File: config.mk
export PLATFORM = sky130hd
export DESIGN_NAME = pipe_stage_skid
export DESIGN_NICKNAME = d
export VERILOG_FILES = /design/src/rtl/pipe_pkg.sv /design/src/rtl/pipe_stage_skid_slot.sv /design/src/rtl/pipe_stage_skid.sv
export SDC_FILE = /design/constraint.sdc
export NUM_CORES = 1
export LEC_CHECK = 0
export ABC_AREA = 1
export BUFFER_PORTS_ARGS = -buffer_cell sky130_fd_sc_hd__buf_2
export CAP_MARGIN = 5
export CORE_ASPECT_RATIO = 2
export CORE_UTILIZATION = 40
export DETAILED_ROUTE_END_ITERATION = 16
export PLACE_DENSITY = 0.66
export SKIP_LAST_GASP = 1
export SLEW_MARGIN = 20
export SYNTH_ARGS = -nofsm -noshare
export SYNTH_HDL_FRONTEND = slang
export SYNTH_HIERARCHICAL = 1
export SYNTH_SLANG_ARGS = --single-unit
File: constraint.sdc
create_clock -name i_clk -period 6.1 [get_ports i_clk]
set_input_delay 0.61 -clock i_clk [delete_from_list [all_inputs] [get_ports i_clk]]
set_output_delay 0.61 -clock i_clk [all_outputs]
set_load 0.01 [all_outputs]
File: src/rtl/pipe_pkg.sv
// Shared types for the generic inter-stage pipeline register.
package pipe_pkg;

    // Occupancy state of a stage register (held entries: 0, 1, 2)
    typedef enum logic [1:0] {
        ST_EMPTY = 2'd0,
        ST_ONE   = 2'd1,
        ST_TWO   = 2'd2
    } stage_st_e;

    localparam int CNT_W = 2;

    // Sideband layouts that instantiating stages pack into i_ctrl (8 bits each)
    typedef struct packed {
        logic       rd_wren;
        logic [2:0] imm_sel;
        logic [3:0] alu_op;
    } id_ex_ctrl_t;

    typedef struct packed {
        logic       rd_wren;
        logic       mem_wren;
        logic [1:0] wb_sel;
        logic [1:0] byte_num;
        logic       mem_unsigned;
        logic       is_load;
    } ex_mem_ctrl_t;

    typedef struct packed {
        logic       rd_wren;
        logic [1:0] wb_sel;
        logic [4:0] rd_addr;
    } mem_wb_ctrl_t;

    // Number of held entries implied by a state
    function automatic logic [CNT_W-1:0] st_count(stage_st_e st);
        case (st)
            ST_ONE:  st_count = 2'd1;
            ST_TWO:  st_count = 2'd2;
            default: st_count = 2'd0;
        endcase
    endfunction

endpackage

File: src/rtl/pipe_stage_skid_slot.sv
// One payload + sideband register with load enable. The sideband is always
// cleared on i_clr; the payload only when CLR_DATA is set, so wide data buses
// can be left static to save toggling.
module pipe_slot
    import pipe_pkg::*;
#(
    parameter int DATA_W   = 96,
    parameter int CTRL_W   = 8,
    parameter bit CLR_DATA = 1'b0
) (
    input  logic              i_clk,
    input  logic              i_clr,
    input  logic              i_load,
    input  logic [DATA_W-1:0] i_data,
    input  logic [CTRL_W-1:0] i_ctrl,
    output logic [DATA_W-1:0] o_data,
    output logic [CTRL_W-1:0] o_ctrl
);

    logic [DATA_W-1:0] data_q, data_d;
    logic [CTRL_W-1:0] ctrl_q, ctrl_d;

    // Next-value selection: clear beats load, otherwise hold
    always_comb begin
        data_d = data_q;
        ctrl_d = ctrl_q;
        if (i_clr) begin
            ctrl_d = '0;
            if (CLR_DATA) begin
                data_d = '0;
            end
        end else if (i_load) begin
            data_d = i_data;
            ctrl_d = i_ctrl;
        end
    end

    // Slot storage
    always_ff @(posedge i_clk) begin
        data_q <= data_d;
        ctrl_q <= ctrl_d;
    end

    assign o_data = data_q;
    assign o_ctrl = ctrl_q;

endmodule

File: src/rtl/pipe_stage_skid.sv
// Generic valid/ready pipeline stage register with optional 2-entry skid
// buffer. M is the head entry presented downstream; S catches the entry
// accepted in the cycle downstream stalls, so o_ready can be a flop.
module pipe_stage_skid
    import pipe_pkg::*;
#(
    parameter int DATA_W   = 96,
    parameter int CTRL_W   = 8,
    parameter bit SKID_EN  = 1'b1,
    parameter bit CLR_DATA = 1'b0
) (
    input  logic              i_clk,
    input  logic              i_reset,
    input  logic              i_flush,
    input  logic              i_valid,
    output logic              o_ready,
    input  logic [DATA_W-1:0] i_data,
    input  logic [CTRL_W-1:0] i_ctrl,
    output logic              o_valid,
    input  logic              i_ready,
    output logic [DATA_W-1:0] o_data,
    output logic [CTRL_W-1:0] o_ctrl,
    output logic              o_flushed,
    output logic [CNT_W-1:0]  o_count
);

    stage_st_e state_q, state_d;
    logic      ready_q, ready_d;
    logic      flushed_q, flushed_d;

    logic      accept, pop;
    logic      m_load, m_from_skid, s_load, slot_clr;

    logic [DATA_W-1:0] m_data, s_data, m_data_in;
    logic [CTRL_W-1:0] m_ctrl, s_ctrl, m_ctrl_in;

    assign o_valid = (state_q != ST_EMPTY);
    assign o_ready = SKID_EN ? ready_q : (!o_valid || i_ready);
    assign accept  = i_valid && o_ready;
    assign pop     = o_valid && i_ready;
    assign slot_clr = i_reset || i_flush;

    // Next-state and slot load control; flush discards everything including
    // the same-cycle accept
    always_comb begin
        state_d     = state_q;
        m_load      = 1'b0;
        m_from_skid = 1'b0;
        s_load      = 1'b0;
        case (state_q)
            ST_EMPTY: begin
                if (accept) begin
                    m_load  = 1'b1;
                    state_d = ST_ONE;
                end
            end
            ST_ONE: begin
                if (accept && pop) begin
                    m_load = 1'b1;
                end else if (accept) begin
                    if (SKID_EN) begin
                        s_load  = 1'b1;
                        state_d = ST_TWO;
                    end
                end else if (pop) begin
                    state_d = ST_EMPTY;
                end
            end
            ST_TWO: begin
                if (pop) begin
                    m_load      = 1'b1;
                    m_from_skid = 1'b1;
                    state_d     = ST_ONE;
                end
            end
            default: state_d = ST_EMPTY;
        endcase
        if (i_flush) begin
            state_d = ST_EMPTY;
            m_load  = 1'b0;
            s_load  = 1'b0;
        end
        ready_d   = (state_d != ST_TWO);
        flushed_d = i_flush;
    end

    // Control state; reset outranks flush
    always_ff @(posedge i_clk) begin
        if (i_reset) begin
            state_q   <= ST_EMPTY;
            ready_q   <= 1'b1;
            flushed_q <= 1'b0;
        end else begin
            state_q   <= state_d;
            ready_q   <= ready_d;
            flushed_q <= flushed_d;
        end
    end

    // Head register is refilled from the skid slot when draining TWO
    always_comb begin
        m_data_in = m_from_skid ? s_data : i_data;
        m_ctrl_in = m_from_skid ? s_ctrl : i_ctrl;
    end

    pipe_slot #(
        .DATA_W   (DATA_W),
        .CTRL_W   (CTRL_W),
        .CLR_DATA (CLR_DATA)
    ) u_main (
        .i_clk  (i_clk),
        .i_clr  (slot_clr),
        .i_load (m_load),
        .i_data (m_data_in),
        .i_ctrl (m_ctrl_in),
        .o_data (m_data),
        .o_ctrl (m_ctrl)
    );

    if (SKID_EN) begin : g_skid
        pipe_slot #(
            .DATA_W   (DATA_W),
            .CTRL_W   (CTRL_W),
            .CLR_DATA (CLR_DATA)
        ) u_skid (
            .i_clk  (i_clk),
            .i_clr  (slot_clr),
            .i_load (s_load),
            .i_data (i_data),
            .i_ctrl (i_ctrl),
            .o_data (s_data),
            .o_ctrl (s_ctrl)
        );
    end else begin : g_no_skid
        assign s_data = '0;
        assign s_ctrl = '0;
    end

    assign o_data    = m_data;
    assign o_ctrl    = m_ctrl & {CTRL_W{o_valid}};
    assign o_flushed = flushed_q;
    assign o_count   = st_count(state_q);

endmodule

# Word-level counts from Yosys, hierarchy flattened
# Index checks and enable logic that the tools add are counted.
dict set report totals {
  ff_bits 212
  inputBits 109
  elab_cells 39
}
dict set report classes {
  n_eq_ne 3
  n_mux 19
  n_bitwise 2
  n_reduce_logical 8
}
# op count
set ops {}
lappend ops {{96-bit two-way mux} 1}
lappend ops {{2-bit two-way mux} 6}
lappend ops {{8-bit AND} 1}
lappend ops {{1-bit two-way mux} 8}
lappend ops {{8-bit two-way mux} 1}
lappend ops {{2-bit case mux with 3 select lines} 1}
lappend ops {{2-bit case mux with 2 select lines} 1}
lappend ops {{2-bit AND reduction} 2}
lappend ops {{1-bit logical AND} 3}
lappend ops {{1-bit case mux with 3 select lines} 1}
lappend ops {{2-bit by 1-bit == test with 1-bit output (second input constant)} 1}
lappend ops {{2-bit == test (second input constant)} 1}
lappend ops {{2-bit zero test} 1}
lappend ops {{2-bit != test (second input constant)} 1}
lappend ops {{2-bit nonzero test} 1}
lappend ops {{1-bit logical OR} 1}
lappend ops {{1-bit inverter} 1}

# Depth between registers and ports, before layout
# Gate-level depths: netlist of run 1.
dict set report depth {
  depth_word 8
  mapped_depth 12
}

# Hierarchy
# The synthesis of run 1 kept the hierarchy.
# mod n_inst cells_per_inst area_per_inst_um2
set by_module_without_submodules {}
lappend by_module_without_submodules {pipe_slot 2 149 3231.8}
lappend by_module_without_submodules {pipe_stage_skid 1 395 1742.9}

# Least setup slack after synthesis of run 1
# No wires, ideal clock.
dict set report synth_path {
  path_type {input to register}
  startpoint {input port i_ready}
  endpoint {register g_skid.u_skid.data_q[0] (netlist: g_skid.u_skid/o_data[0]), enable pin}
  t_arrival_ns 5.560
  t_required_ns 5.546
  path_slack_ns -0.014
  stages 8
  path_buffers 5
  cell_sequence {buf_4 -> buf_2 -> buf_2 -> a21oi_1 -> buf_6 -> buf_6 -> inv_2 -> nor2_1}
}
dict set report synth_between {
  elab_chain_cells 6
}
# item line_no
set synth_rtl {}
lappend synth_rtl {{start: declaration} pipe_stage_skid.sv:20} ;# input logic i_ready,
lappend synth_rtl {{1-bit logical AND} pipe_stage_skid.sv:40} ;# assign pop = o_valid && i_ready;
lappend synth_rtl {{1-bit logical AND} pipe_stage_skid.sv:58} ;# if (accept && pop) begin
lappend synth_rtl {{1-bit two-way mux} pipe_stage_skid.sv:58}
lappend synth_rtl {{1-bit two-way mux} pipe_stage_skid.sv:50} ;# case (state_q)
lappend synth_rtl {{1-bit two-way mux} pipe_stage_skid.sv:78} ;# if (i_flush) begin
lappend synth_rtl {{named net s_load} pipe_stage_skid.sv:32} ;# logic m_load, m_from_skid, s_load, slot_clr;
lappend synth_rtl {{2-bit AND reduction (no line)} --}
lappend synth_rtl {{end signal: assignment} pipe_stage_skid_slot.sv:40} ;# data_q <= data_d;
lappend synth_rtl {{end: declaration} pipe_stage_skid_slot.sv:20} ;# logic [DATA_W-1:0] data_q, data_d;
# The timed path passes the listed nets, and every way through them passes these cells.
# A chain may end at the register's enable or synchronous reset.

# Worst setup path in the final report of run 1
dict set report layout_path {
  startpoint {register state_q[1]}
  endpoint {output port o_count[1]}
}
dict set report layout_between {
  elab_chain_cells 2
}
# item line_no
set layout_rtl {}
lappend layout_rtl {{start: declaration} pipe_stage_skid.sv:27} ;# stage_st_e state_q, state_d;
lappend layout_rtl {{start signal: assignment} pipe_stage_skid.sv:94} ;# state_q <= state_d;
lappend layout_rtl {{2-bit == test / 2-bit by 1-bit == test with 1-bit output (equally long branches)} pipe_pkg.sv:37} ;# case (st)
lappend layout_rtl {{2-bit case mux with 2 select lines (*)} pipe_pkg.sv:37}
lappend layout_rtl {{end: declaration} pipe_stage_skid.sv:24} ;# output logic [CNT_W-1:0] o_count
# Mark *: on every way between the ends. The rest lies on a longest branch, timed or not.

==> flow_summary.json, run 1 <==
{
  "status": "finished clean",
  "die_x_um": 103,
  "synth_commonest_cells": "nand2_1, edfxtp_1, nand3_1, nor2_1, inv_1",
  "ys_types": 19,
  "fin_area_um2": 10200,
  "startpoint_type": "register",
  "cp.required_ns": 5.49,
  "layout-drive-gt1-share_pct": 29.3,
  "ys_warn_count": 6,
  "vias_per_cell": 4.67,
  "core_um2": 20000,
  "grt_pass1_vias": 5224,
  "swShare_pct": 20.1,
  "cts-resized-gates": 0,
  "synthesis.nets": 802,
  "post_cts_buffers": 0,
  "grt_overflow": 0,
  "async_flop_share_pct": 0,
  "yosysTopAreaCell": "edfxtp_1",
  "synth_cells": 693,
  "min_path_type": "in -> reg",
  "slew_headroom_pct": 32.2,
  "total_power_mw": 3.02,
  "fin_util_pct": 51.0,
  "fmax_mhz": 325,
  "synth_top_area_share_pct": 70.3,
  "drc": 0,
  "end_kind": "primary output",
  "firstDrtPassIters": 5,
  "clockBufferDepth": 3,
  "worst-endpoint-arrival_ns": 2.47,
  "grt_antenna_before_repair": 5,
  "seq_area_frac_synth_pct": 75.1,
  "power_frac_comb_pct": 4.9,
  "cts_inserted_buffers": 20,
  "drt_iter0_markers": 312,
  "path_delay_family": "buffers and inverters",
  "max-cap-violations": 0,
  "grt_max_degree": 105,
  "ys_ff_latch": 212,
  "pin_count": 218,
  "synth_edf_count": 192,
  "wl_per_cell_um": 15.3,
  "totalNegativeSetupSlack_ns": 0,
  "start_util_pct": 41.0,
  "grt_usage_pct": 17.2,
  "routed_wl_mm": 18.0,
  "holdWs_ns": 0.300,
  "pwr-share-clk_pct": 41.9,
  "crit_buf_inv": 4,
  "period_minus_slack_ns": 3.08,
  "detailed_place.area_um2": 9490,
  "cp_cell_sequence": "inv_2, nor2_4, buf_12, buf_4, buf_2",
  "power_density_nw_per_um2": 297,
  "worst_clock_skew_ns": 0.0113,
  "grt_pass1_wl_mm": 27.5,
  "maxSlewViolCount": 0,
  "peakVddDrop_mv": 0.248,
  "p_seq_share_pct": 53.2,
  "clk_pin_slew_worst_paths_ns": 0.06,
  "syn_to_final_growth_pct": 24.2,
  "rsz0062_at_grt": "no",
  "cp_max_fo": 64,
  "instances_no_fill": 1181,
  "die_area_um2": 21100,
  "dp.cells": 1140,
  "p_switching_uw": 608,
  "finalHoldViolations": 0,
  "crit_slowest_cell": "buf_4",
  "power.leakage_nw": 4.29,
  "synth_flop_cell": "edfxtp_1",
  "worst_slack_ns": 3.02,
  "tritoncts": "done",
  "rrSetupSlack_ns": 3.25,
  "avgSynthCellArea_um2": 11.8,
  "vias": 5514,
  "clock_sink_count": 212,
  "setup_violations": 0,
  "io_buffer_count": 217,
  "ys_top_cells_by_area": "edfxtp_1, nand2_1, nand3_1, dfxtp_1, nor2_1",
  "gp_congestion": 0.799,
  "dp_hpwl_mm": 11.5,
  "cts_root_buf": "clkbuf_16",
  "ant_nets": 0,
  "worst_pin_slew_ns": 1.01,
  "synth_most_common_cell": "nand2_1",
  "cts_hold_buf": 0,
  "internal-power_mw": 2.42,
  "rows": 73,
  "post-place-ws_ns": 3.01,
  "fillers": 1785,
  "cpPeakStageDelay_ns": 0.57,
  "critical_path_class": "reg -> out",
  "synth_area_um2": 8210,
  "h-tree-depth": 1,
  "clk_latency_ns": 0.48,
  "die_h_um": 205,
  "finalCritPeriodShare_pct": 50.5,
  "nets": 1010
}
## flip-flops by register name, summed over array words and instances (netlist names)
register              cells
g_skid.u_skid/o_data     96
u_main/o_data            96
g_skid.u_skid/o_ctrl      8
u_main/o_ctrl             8
state_q                   2
o_flushed                 1
o_ready                   1
## worst paths after layout
kind / startpoint / end / cells past startpoint
worst max-delay path: state_q[1] / o_count[1] / 5
worst min-delay path: i_reset / o_flushed / 2
worst max register to register: state_q[1] / g_skid.u_skid/o_data[85] / 7
worst min register to register: u_main/o_ctrl[2] / u_main/o_ctrl[2] / 2
## power by group through the flow
stage | clock (mW) | combinational [mW] | sequential, mW
2_1_floorplan | 0 | 0.0686 | 1.65
3_3_place_gp | 0 | 0.146 | 1.64
3_5_place_dp | 0 | 0.149 | 1.64
4_1_cts | 1.30 | 0.149 | 1.61
5_1_grt | 1.35 | 0.168 | 1.61
6_report | 1.27 | 0.148 | 1.61
## cells by family after synthesis
kind of cell	share of synthesized area (%)
compound gates	0.305
buf+inv	4.27
flops	75.1
simple gates	20.3
## worst reg2reg max path, stage by stage (launching register included)
cell	delay (ns)
dfxtp_1	0.38
nor2_2	0.39
inv_1	0.11
a21oi_1	0.16
buf_4	0.24
inv_2	0.07
nor2_4	0.51
buf_4	0.60
## cell usage in the layout, fill, tap and decap left out
cell type  instances
inv_1             32
nor2_1            44
inv_6              1
clkbuf_16         21
nand4_1            1
buf_12             1
bufinv_16          3
nand2_1          243
edfxtp_1         192
dfxtp_1           20
clkinv_2           5
inv_2              3
a21oi_1            3
buf_2            216
nor2_2             3
nand2_2            2
nor2_4             3
clkinv_1           2
diode_2            5
nand3_1          104
buf_4              7
nor3_2             1
clkbuf_1           3
nand2_8            1
o21ai_0            2
buf_6              1
## cell type report
| cell class | count | area (um^2) | area share, % |
|---|---|---|---|
| Sequential cell | 212 | 6170 | 60.5 |
| Multi-Input combinational cell | 407 | 1720 | 16.9 |
| Timing Repair Buffer | 225 | 1160 | 11.4 |
| Clock buffer | 24 | 537 | 5.27 |
| Tap cell | 262 | 328 | 3.22 |
| Clock inverter | 11 | 131 | 1.29 |
| Inverter | 35 | 131 | 1.29 |
| Antenna cell | 5 | 12.5 | 0.123 |
## metal layers
metal  vias up  global-route usage, %  wire length (um)
met3        28                   3.14              1050
li1       2758                      -                 -
met4         0                   7.75               471
met1      2551                   20.2              6850
met5         -                      0                 0
met2       177                   29.8              9640
(Power assumes the default switching activity.)
==> run 2: changes to the inputs <==
==> constraint.sdc (replaced) <==
create_clock -name i_clk -period 2.5 [get_ports i_clk]
set_input_delay 0.25 -clock i_clk [delete_from_list [all_inputs] [get_ports i_clk]]
set_output_delay 0.25 -clock i_clk [all_outputs]
set_load 0.01 [all_outputs]
==> run 2 against run 1 <==
Net effect: critical path depth shrank 1; final cell count increased by 8.0%; setup slack worse by 2.7 ns; die area unchanged; flip-flop and latch count stayed put; critical path type unchanged; non-clock buffer count up 98; combinational power rose to 3.3 times the previous value; first-iteration DRC count down 14%; critical endpoint unchanged; sequential share of layout area is 5.5 points lower.
==> flow_summary.json, run 2 (synthesized netlist as in run 1, its figures left out) <==
{
  "rrSetupSlack_ns": 0.53,
  "h-tree-depth": 1,
  "nets": 1108,
  "dp_hpwl_mm": 12.0,
  "cts_inserted_buffers": 20,
  "grt_usage_pct": 18.5,
  "routed_wl_mm": 19.4,
  "vias": 5955,
  "clockBufferDepth": 3,
  "totalNegativeSetupSlack_ns": 0,
  "setup_violations": 0,
  "worst_pin_slew_ns": 1.11,
  "drc": 0,
  "vias_per_cell": 4.67,
  "peakVddDrop_mv": 0.511,
  "clock_sink_count": 212,
  "ant_nets": 0,
  "min_from": "i_flush",
  "grt_antenna_before_repair": 2,
  "swShare_pct": 20.8,
  "fillers": 1692,
  "start_util_pct": 41.0,
  "die_area_um2": 21100,
  "worst_slack_ns": 0.273,
  "timing.rr.start": "state_q[1]",
  "internal-power_mw": 5.89,
  "crit_slowest_cell": "dfxtp_1",
  "rsz0062_at_grt": "no",
  "pin_count": 218,
  "io_buffer_count": 217,
  "maxSlewViolCount": 0,
  "die_x_um": 103,
  "rr_worst_depth": 5,
  "power_frac_comb_pct": 6.6,
  "status": "finished clean",
  "total_power_mw": 7.44,
  "post-place-ws_ns": 0.533,
  "firstDrtPassIters": 5,
  "grt_max_degree": 106,
  "startpoint": "state_q[1]",
  "worst-endpoint-arrival_ns": 1.98,
  "rows": 73,
  "syn_to_final_growth_pct": 36.6,
  "finalHoldViolations": 0,
  "p_switching_mw": 1.54,
  "finalCritPeriodShare_pct": 89.1,
  "path_delay_family": "buffers and inverters",
  "layout_common_cells": "nand2_1, buf_2, edfxtp_1",
  "clk_pin_slew_worst_paths_ns": 0.07,
  "grt_overflow": 0,
  "cts_root_buf": "clkbuf_16",
  "cp_max_fo": 105,
  "period_minus_slack_ns": 2.23,
  "grt_pass1_vias": 5968,
  "drt_iter0_markers": 267,
  "rr_endpoint": "u_main/o_data[60]",
  "worstHoldEndpoint": "o_flushed",
  "grt_pass1_wl_mm": 29.9,
  "dp.cells": 1142,
  "cpPeakStageDelay_ns": 0.58,
  "slew_headroom_pct": 26.2,
  "core_um2": 20000,
  "pwr-share-clk_pct": 40.5,
  "wl_per_cell_um": 15.3,
  "min_path_type": "in -> reg",
  "worst_clock_skew_ns": 0.00615,
  "max-cap-violations": 0,
  "cts-resized-gates": 0,
  "die_h_um": 205,
  "power_density_nw_per_um2": 663,
  "cp_cell_sequence": "inv_2, nor2_4, buf_12, buf_2",
  "fmax_mhz": 449,
  "gp_congestion": 0.774,
  "final_common_cell": "nand2_1",
  "p_seq_share_pct": 52.8,
  "crit_buf_inv": 3,
  "cp.required_ns": 2.25,
  "clk_latency_ns": 0.48,
  "layout-drive-gt1-share_pct": 27.3,
  "power.leakage_nw": 4.70,
  "critical_path_class": "reg -> out",
  "startpoint_type": "register",
  "end_kind": "primary output",
  "min_path_cells": 3,
  "instances_no_fill": 1275,
  "tritoncts": "done",
  "post_cts_buffers": 0
}
-- run 2: worst min-delay path, stage by stage --
cell and delay (ns):
buf_2 0.12, inv_1 0.07, nor2_1 0.04
-- run 2: cell type report --
cell class / count / area [um^2] / share of cell area [%]
sequential: 212 / 6170 / 55.0
timing repair buffer: 323 / 2180 / 19.4
multi-input combinational: 407 / 1740 / 15.5
clock inverter: 14 / 130 / 1.16
tap: 262 / 328 / 2.92
inverter: 35 / 136 / 1.22
clock buffer: 21 / 526 / 4.69
antenna: 1 / 2.50 / 0.0223
-- run 2: power groups by stage --
stage | Clock, mW | Sequential [mW] | Combinational, mW
finish | 3.01 | 3.93 | 0.494
global route | 3.20 | 3.93 | 0.550
CTS | 3.09 | 3.93 | 0.497
detailed placement | 0 | 4.01 | 0.375
global placement | 0 | 4.01 | 0.366
floorplan | 0 | 4.02 | 0.177
-- run 2: layer usage --
layer	vias up	routed length, um	track usage (%)
met5	-	13	0
met2	216	10100	32.5
met3	62	956	2.76
met1	2734	7190	20.5
met4	2	1160	11.6
li1	2941	-	-
-- run 2: worst max-delay path by stage --
stage                         endpoint  slack (ns)  cells after the start
2_1_floorplan  g_skid.u_skid/o_data[0]       -0.44                      8
3_3_place_gp         u_main/o_data[60]        0.58                      5
3_5_place_dp         u_main/o_data[60]        0.53                      5
4_1_cts                     o_count[1]        0.26                      4
5_1_grt                     o_count[1]        0.19                      4
6_report                    o_count[1]        0.27                      4
-- run 2: metrics by stage --
stage          util (%)  area, um^2  hold slack, ns
2_1_floorplan         -        8280           0.322
3_3_place_gp       47.9        9580           0.432
3_5_place_dp       47.9        9580           0.438
4_1_cts            56.0       11200          0.0252
5_1_grt            56.1       11200          0.0360
6_report           56.1       11200          0.0387
-- run 2: timing repair --
item                                   CTS  global route
endpoints found under the hold margin   97             0
hold buffers                            97             0
setup endpoints to repair                0             0
